==> src/rtl/subtrator_pkg.sv <==
// ----------------------------------------------------------------------------
// subtrator_pkg
//   Shared types and constants for the block-serial subtractor.
//   - state_t      : FSM states of the serial subtractor (IDLE, CALC, DONE)
//   - LARG_TOTAL_DEF / QTD_BLOCOS_DEF : default operand width / slice count
//   - cnt_width()  : width of a slice counter able to index n slices
// ----------------------------------------------------------------------------
package subtrator_pkg;

    localparam int LARG_TOTAL_DEF = 8;
    localparam int QTD_BLOCOS_DEF = 2;

    typedef enum logic [1:0] {
        IDLE = 2'd0,
        CALC = 2'd1,
        DONE = 2'd2
    } state_t;

    // A single-slice configuration still needs a 1-bit counter.
    function automatic int cnt_width(input int n);
        return (n > 1) ? $clog2(n) : 1;
    endfunction

    localparam int CNT_W_DEF = cnt_width(QTD_BLOCOS_DEF);

endpackage

==> src/rtl/subtrator_bloco.sv <==
// ----------------------------------------------------------------------------
// subtrator_bloco
//   Combinational W-bit slice subtractor: {bout, d} = a - b - bin.
//   Ports:
//     a    in  W   minuend slice
//     b    in  W   subtrahend slice
//     bin  in  1   borrow into the slice
//     d    out W   difference slice
//     bout out 1   borrow out of the slice
// ----------------------------------------------------------------------------
module subtrator_bloco #(
    parameter int W = 4
) (
    input  logic [W-1:0] a,
    input  logic [W-1:0] b,
    input  logic         bin,
    output logic [W-1:0] d,
    output logic         bout
);

    // One extra bit: a negative result sets the top bit, which is the borrow.
    logic [W:0] diff;

    assign diff = {1'b0, a} - {1'b0, b} - {{W{1'b0}}, bin};
    assign d    = diff[W-1:0];
    assign bout = diff[W];

endmodule

==> src/rtl/subtrator_8_bits_seq.sv <==
// ----------------------------------------------------------------------------
// subtrator_8_bits_seq
//   Block-serial subtractor: vetr = vet1 - vet2 - bin, one LARG_BLOCO-bit
//   slice per clock, LSB slice first, borrow registered between slices.
//   A single shared subtrator_bloco instance does all the slice work.
//
//   Ports:
//     clk    in   1           rising-edge clock
//     rst_n  in   1           synchronous active-low reset
//     start  in   1           request, accepted only while ready=1
//     vet1   in   LARG_TOTAL  minuend, sampled on accept
//     vet2   in   LARG_TOTAL  subtrahend, sampled on accept
//     bin    in   1           borrow-in, sampled on accept
//     ready  out  1           high in IDLE only
//     valid  out  1           result valid, held until ack
//     ack    in   1           result consumed (only meaningful while valid=1)
//     vetr   out  LARG_TOTAL  difference mod 2^LARG_TOTAL
//     bout   out  1           borrow-out (vet1 < vet2 + bin, unsigned)
//     ovf    out  1           signed overflow, present only with SUB_OVERFLOW_EN
//
//   Build option: define SUB_OVERFLOW_EN to add the ovf port and its logic.
//   QTD_BLOCOS must divide LARG_TOTAL; LARG_BLOCO is derived.
// ----------------------------------------------------------------------------
module subtrator_8_bits_seq
    import subtrator_pkg::*;
#(
    parameter  int LARG_TOTAL = LARG_TOTAL_DEF,
    parameter  int QTD_BLOCOS = QTD_BLOCOS_DEF,
    localparam int LARG_BLOCO = LARG_TOTAL / QTD_BLOCOS
) (
    input  logic                  clk,
    input  logic                  rst_n,
    input  logic                  start,
    input  logic [LARG_TOTAL-1:0] vet1,
    input  logic [LARG_TOTAL-1:0] vet2,
    input  logic                  bin,
    output logic                  ready,
    output logic                  valid,
    input  logic                  ack,
    output logic [LARG_TOTAL-1:0] vetr,
    output logic                  bout
`ifdef SUB_OVERFLOW_EN
    ,
    output logic                  ovf
`endif
);

    localparam int CNT_W = cnt_width(QTD_BLOCOS);
    localparam int MSB   = LARG_TOTAL - 1;

    state_t                  state_q, state_d;
    logic [CNT_W-1:0]        cnt_q, cnt_d;
    logic                    borrow_q, borrow_d;
    logic [LARG_TOTAL-1:0]   a_q, a_d;
    logic [LARG_TOTAL-1:0]   b_q, b_d;
    logic [LARG_TOTAL-1:0]   vetr_q, vetr_d;
    logic                    bout_q, bout_d;
`ifdef SUB_OVERFLOW_EN
    logic                    ovf_q, ovf_d;
`endif

    int                      off;
    logic [LARG_BLOCO-1:0]   sl_a, sl_b, sl_d;
    logic                    sl_bout;
    logic                    last_slice;

    // Bit offset of the slice currently being processed.
    always_comb begin
        off  = int'(cnt_q) * LARG_BLOCO;
        sl_a = a_q[off +: LARG_BLOCO];
        sl_b = b_q[off +: LARG_BLOCO];
    end

    assign last_slice = (cnt_q == CNT_W'(QTD_BLOCOS - 1));

    subtrator_bloco #(
        .W    (LARG_BLOCO)
    ) u_bloco (
        .a    (sl_a),
        .b    (sl_b),
        .bin  (borrow_q),
        .d    (sl_d),
        .bout (sl_bout)
    );

    always_comb begin
        state_d  = state_q;
        cnt_d    = cnt_q;
        borrow_d = borrow_q;
        a_d      = a_q;
        b_d      = b_q;
        vetr_d   = vetr_q;
        bout_d   = bout_q;
`ifdef SUB_OVERFLOW_EN
        ovf_d    = ovf_q;
`endif
        unique case (state_q)
            IDLE: begin
                if (start) begin
                    a_d      = vet1;
                    b_d      = vet2;
                    borrow_d = bin;
                    cnt_d    = '0;
                    vetr_d   = '0;
                    bout_d   = 1'b0;
`ifdef SUB_OVERFLOW_EN
                    ovf_d    = 1'b0;
`endif
                    state_d  = CALC;
                end
            end
            CALC: begin
                vetr_d[off +: LARG_BLOCO] = sl_d;
                borrow_d = sl_bout;
                cnt_d    = cnt_q + 1'b1;
                if (last_slice) begin
                    bout_d  = sl_bout;
`ifdef SUB_OVERFLOW_EN
                    // The last slice holds the MSB, so sl_d's top bit is the
                    // result sign.
                    ovf_d   = (a_q[MSB] != b_q[MSB]) &&
                              (sl_d[LARG_BLOCO-1] != a_q[MSB]);
`endif
                    cnt_d   = '0;
                    state_d = DONE;
                end
            end
            DONE: begin
                if (ack) begin
                    state_d = IDLE;
                end
            end
            default: state_d = IDLE;
        endcase
    end

    always_ff @(posedge clk) begin
        if (!rst_n) begin
            state_q  <= IDLE;
            cnt_q    <= '0;
            borrow_q <= 1'b0;
            a_q      <= '0;
            b_q      <= '0;
            vetr_q   <= '0;
            bout_q   <= 1'b0;
`ifdef SUB_OVERFLOW_EN
            ovf_q    <= 1'b0;
`endif
        end else begin
            state_q  <= state_d;
            cnt_q    <= cnt_d;
            borrow_q <= borrow_d;
            a_q      <= a_d;
            b_q      <= b_d;
            vetr_q   <= vetr_d;
            bout_q   <= bout_d;
`ifdef SUB_OVERFLOW_EN
            ovf_q    <= ovf_d;
`endif
        end
    end

    assign ready = (state_q == IDLE);
    assign valid = (state_q == DONE);
    assign vetr  = vetr_q;
    assign bout  = bout_q;
`ifdef SUB_OVERFLOW_EN
    assign ovf   = ovf_q;
`endif

endmodule

==> config.mk <==
export PLATFORM = sky130hd
export DESIGN_NAME = subtrator_8_bits_seq
export DESIGN_NICKNAME = d
export VERILOG_FILES = /design/src/rtl/subtrator_pkg.sv /design/src/rtl/subtrator_bloco.sv /design/src/rtl/subtrator_8_bits_seq.sv
export SDC_FILE = /design/constraint.sdc
export NUM_CORES = 1
export LEC_CHECK = 0
export ABC_AREA = 1
export BUFFER_PORTS_ARGS = -buffer_cell sky130_fd_sc_hd__buf_2
export CORE_MARGIN = 5
export CORE_UTILIZATION = 44
export CTS_CLUSTER_SIZE = 14
export DETAILED_ROUTE_END_ITERATION = 8
export PLACE_DENSITY = 0.71
export SLEW_MARGIN = 40
export SYNTH_ARGS = -nofsm -noshare
export SYNTH_HDL_FRONTEND = slang
export SYNTH_SLANG_ARGS = --single-unit
==> constraint.sdc <==
create_clock -name clk -period 2.59 [get_ports clk]
set_input_delay 0.1295 -clock clk [delete_from_list [all_inputs] [get_ports clk]]
set_output_delay 0.1295 -clock clk [all_outputs]
set_load 0.03 [all_outputs]
After elaboration in Yosys (flattened, before gate mapping)
Cells that the tools add are included.
W data, S select, Z words.
- add/sub/neg operators: 4
- equal/unequal tests: 5
- shift operators: 4
- muxes and demuxes: 14
- reduce and logical (&&, ||, !) cells: 6
- operators by type and width (cell ; count):
    $neg A3 Y33 ; 1
    $shift A4 B33 Y8 const A ; 1
    $shiftx A4 B33 Y8 ; 1
    $pmux W8 S2 ; 1
    $shiftx A8 B4 Y4 ; 2
    $bwmux W8 ; 1
    $mux W8 ; 1
    $mux W2 ; 3
    $pmux W1 S2 ; 3
    $pmux W2 S3 ; 1
    $reduce_and A3 Y1 ; 2
    $sub A4 B4 Y5 ; 1
    $sub A5 B1 Y5 ; 1
    $mux W1 ; 4
    $ne A2 B2 Y1 const B ; 2
    $reduce_and A2 Y1 ; 2
    $eq A2 B1 Y1 const B ; 1
    $eq A2 B2 Y1 const B ; 1
    $logic_not A2 Y1 ; 1
    $ne A2 B1 Y1 const B ; 1
    $reduce_bool A2 Y1 ; 1
    $add A1 B1 Y1 const B ; 1
- register bits after elaboration: 29
- input bits: 21
- output and inout port bits: 11
- word-level logic and storage cells: 40

Longest topological paths before layout
- depth in word-level cells: 6
- mapped depth: 11
- gate-level depth less buffers: 11

Cells and area by module
From an unflattened synthesis, not the netlist that was laid out.
- cells, all modules: 199
- area, all modules: 1393.8 sq um
- modules (own cells, without submodules) (module ; instances ; cells an instance ; area each (sq um)):
    subtrator_8_bits_seq ; 1 ; 164 ; 1163.6
    subtrator_bloco ; 1 ; 35 ; 230.2

Least setup slack after synthesis
No wires, ideal clock.
- path kind: reg2reg
- start point: reg cnt_q
- end point: reg borrow_q
- setup time: 0.119 ns
- data arrival time: 1.830 ns
- data required time: 2.471 ns
- path slack: 0.641 ns
- cell stages (with the launch flop): 12
- path buffers: 1
- clock period less this slack: 1.949 ns
- path through: dfxtp_1 buf_4 nand2_1 nand2_1 fa_1 fa_1 nand2_1 a21oi_1 nor2_1 nor2_1 nand2_1 a21oi_1
- cells in the longest elaborated chain, start to end: 4
- RTL lines (what ; line ; text):
    start, declared ; subtrator_8_bits_seq.sv:52 ; logic [CNT_W-1:0] cnt_q, cnt_d;
    start signal, assigned ; subtrator_8_bits_seq.sv:151 ; cnt_q <= cnt_d;
    $shiftx A8 B4 Y4, on equally long branches ; subtrator_8_bits_seq.sv:70, subtrator_8_bits_seq.sv:71 ;
    $sub A4 B4 Y5 * ; subtrator_bloco.sv:24 ; assign diff = {1'b0, a} - {1'b0, b} - {{W{1'b0}}, bin};
    $sub A5 B1 Y5 * ; subtrator_bloco.sv:24 ;
    $pmux W1 S2 * ; subtrator_8_bits_seq.sv:97 ; unique case (state_q)
    end signal, assigned ; subtrator_8_bits_seq.sv:152 ; borrow_q <= borrow_d;
    end, declared ; subtrator_8_bits_seq.sv:53 ; logic borrow_q, borrow_d;
Every way passes the cells marked *; elsewhere a longest branch is shown, timed or not.
A chain may end at the register's enable or synchronous reset.

Worst setup path in the final report
Ends and elaborated chain as after synthesis.

==> metrics.yaml <==
run_status:
  status: "complete, no violations"
synth:
  postSynthCellCount: 178
  syn-num-nets: 205
  yosys_warnings: 0
  ys_seq_area_frac: 0.4381
  synth.distinct_cells: 24
  ys_seq_elements: 29
  avgSynthCellArea_um2: 7.444
  syn_area_um2: 1325
layout:
  stdcell_area_um2: 1573
  final_cell_mix: "33 x nand2_1, 31 x nor2_1, 31 x buf_2"
  fin_nets: 236
  n_fill_cell: 305
  drive_gt1_frac: 0.2571
  mostFrequentLayoutCell: "nand2_1"
  stdcell_count: 243
  multi_input_area_um2: 638.1
  area_growth_syn_to_layout_pct: 18.70
  seq_area_um2: 581.8
  antennaDiodeCount: 0
setup_path:
  cp_data_arrival_time_ns: 2.38
  worstRegToRegCells: 11
  r2r-end: "borrow_q"
  critPathMaxStageDelay_ns: 0.49
  r2r_slack_ns: 0.42
  crit_path_start_kind: "register"
  cp_max_fo: 12
  critPathBufInv: 1
  worstPathCellList: "inv_2 -> nand2_1 -> nand2_1 -> fa_1 -> fa_1 -> nand2_1 -> a21oi_1 -> nor2_1 -> nor2_1 -> nand2_1 -> a21oi_1"
  endpoint_kind: "register"
  crit_path_frequent_cell: "nand2_1"
  cp.required_ns: 2.80
  reg2reg_from: "cnt_q"
  worstSetupPathType: "reg2reg"
  slowest_stage: "dfxtp_2"
  critical-path-top-delay-family: "adder cells"
sta:
  min_period_over_period: 0.8372
  slew_headroom: 0.7457
  finalSetupViolCount: 0
  setup_ws_ns: 0.4217
  fin_worst_skew_ns: 0.008224
  fin_crit_ns: 2.168
  tightestPinTransition_ns: 0.3802
  setup_tns_ns: 0
  hold_viol: 0
  rsz0062_at_grt: "no"
  maxSlewViolCount: 0
  fmax_mhz: 461.2
clock_tree:
  htreeDepth: 2
  cts_tree: "done"
  numCtsBuffers: 5
  clk_latency_ns: 0.32
  path_clk_slew_ns: 0.09
  cts_sinks: 29
  clock_path_buffers: 2
  root_buffer: "clkbuf_4"
  post_cts.repair.setup_buffers: 0
placed_design:
  dp_hpwl_um: 2031
  pre_cts_ws_ns: 0.2462
  placed_area_um2: 1486
  io_buffer_count: 31
  place_congestion: 0.7784
  placedCellCount: 235
pwr:
  p_leak_nw: 0.7314
  p_total_w: 0.001144
  power_density_nw_per_um2: 727.4
  vdd_drop_max_mv: 0.3132
detailed_routing:
  drtPass1Iterations: 4
  antenna_left: 0
  vias: 1163
  wire_per_inst_um: 10.89
  routed_wl_um: 2646
  first_iter_violations: 32
  drc: 0
  via_per_inst: 4.786
hold_path:
  timing.hold.worst.class: "in2reg"
  hold_path_end: "b_q[0]"
  min_from: "vet2[0]"
  hold_depth: 3
global_routing:
  grt_pass1_vias: 1082
  grt_max_degree: 25
  track_usage: 0.1351
  grt_pass1_wl_um: 4422
  overflow: 0
  antenna_found_initial: 0
floorplan:
  initial_utilization: 0.4450
  core.rowCount: 20
  die-width_um: 64.88
  coreArea_um2: 2978
  pin_count: 32
  fp.dieArea_um2: 4209
  die_y_um: 64.88
run:
  cap_viol_max_count: 0
[sequential cells by signal, indices dropped and copies added, names as in the netlist]
name and flops:
b_q 8, state_q 2, bout 1, vetr 8, cnt_q 1, borrow_q 1
a_q 8
[synth_stat cells]
| master | n | share of area |
|---|---|---|
| mux2i_1 | 3 | 0.023 |
| fa_1 | 2 | 0.030 |
| nand3_2 | 1 | 0.0076 |
| or2_0 | 1 | 0.0047 |
| o21ai_1 | 2 | 0.0076 |
| nand2_1 | 33 | 0.093 |
| or2_1 | 1 | 0.0047 |
| buf_4 | 1 | 0.0057 |
| buf_2 | 3 | 0.011 |
| nor2_4 | 1 | 0.0085 |
| inv_1 | 12 | 0.034 |
| clkbuf_2 | 1 | 0.0038 |
| clkbuf_1 | 2 | 0.0057 |
| inv_2 | 7 | 0.020 |
| xnor2_1 | 1 | 0.0066 |
| dfxtp_1 | 29 | 0.44 |
| nand3_1 | 4 | 0.015 |
| nand2_2 | 2 | 0.0094 |
| a21oi_1 | 15 | 0.057 |
| ha_1 | 4 | 0.038 |
| nor2_1 | 31 | 0.088 |
| o21ai_0 | 18 | 0.068 |
| a21oi_2 | 1 | 0.0066 |
| nor2_2 | 3 | 0.014 |
[area by class of cell]
type                       count  area share
clock buffer                   7     0.03500
multi-input combinational    123      0.4057
tap                           33     0.02625
inverter                      19     0.04535
sequential                    29      0.3699
clock inverter                 1     0.01909
timing repair buffer          31     0.09865
[per-stage QoR]
stage          utilization  hold slack (ns)
2_1_floorplan            -           0.2774
3_3_place_gp        0.4992           0.3751
3_5_place_dp        0.4992           0.3808
4_1_cts             0.5277          0.05137
5_1_grt             0.5282          0.05723
6_report            0.5282          0.06232
[report_power, final]
part / switching (W) / internal (W) / total [W] / leakage [nW]
combinational: 0.000162 / 0.0000957 / 0.000257 / 0.447
sequential: 0.0000243 / 0.000484 / 0.000508 / 0.239
clock: 0.000148 / 0.000230 / 0.000378 / 0.0455
total: 0.000334 / 0.000810 / 0.00114 / 0.731
[how the worst max path moves through the flow]
stage / startpoint / end / slack [ns] / cells past startpoint
after floorplan: cnt_q / borrow_q / 0.64 / 11
after detailed placement: cnt_q / borrow_q / 0.25 / 11
final: cnt_q / borrow_q / 0.42 / 11
after CTS: cnt_q / borrow_q / 0.22 / 11
after global routing: cnt_q / bout / 0.19 / 11
after global placement: cnt_q / borrow_q / 0.33 / 11
[what timing repair did]
action	in CTS	in global routing
endpoints found under the setup margin	0	2
hold buffers	0	0
gates resized for setup	0	1
endpoints found under the hold margin	0	0
[kinds of logic after synthesis]
group | synth area share
AOI/OAI and AO/OA | 0.1388
and+or+nand+nor | 0.2455
DFF | 0.4382
muxes | 0.02266
buffers and inverters | 0.08026
adders and majority gates | 0.06799
xor gates and xnor gates | 0.006611
[worst min-delay path: stages]
cell     delay, ns
buf_2         0.07
o21ai_0       0.07
nor2_1        0.08
[routing by layer]
| metal | track usage | wire (µm) | up-vias |
|---|---|---|---|
| met2 | 0.2286 | 1233 | 31 |
| met5 | 0 | 0 | - |
| met3 | 0.04333 | 195 | 4 |
| met1 | 0.1560 | 1191 | 506 |
| met4 | 0.05541 | 27 | 0 |
| li1 | - | - | 622 |
(Power assumes the default switching activity.)
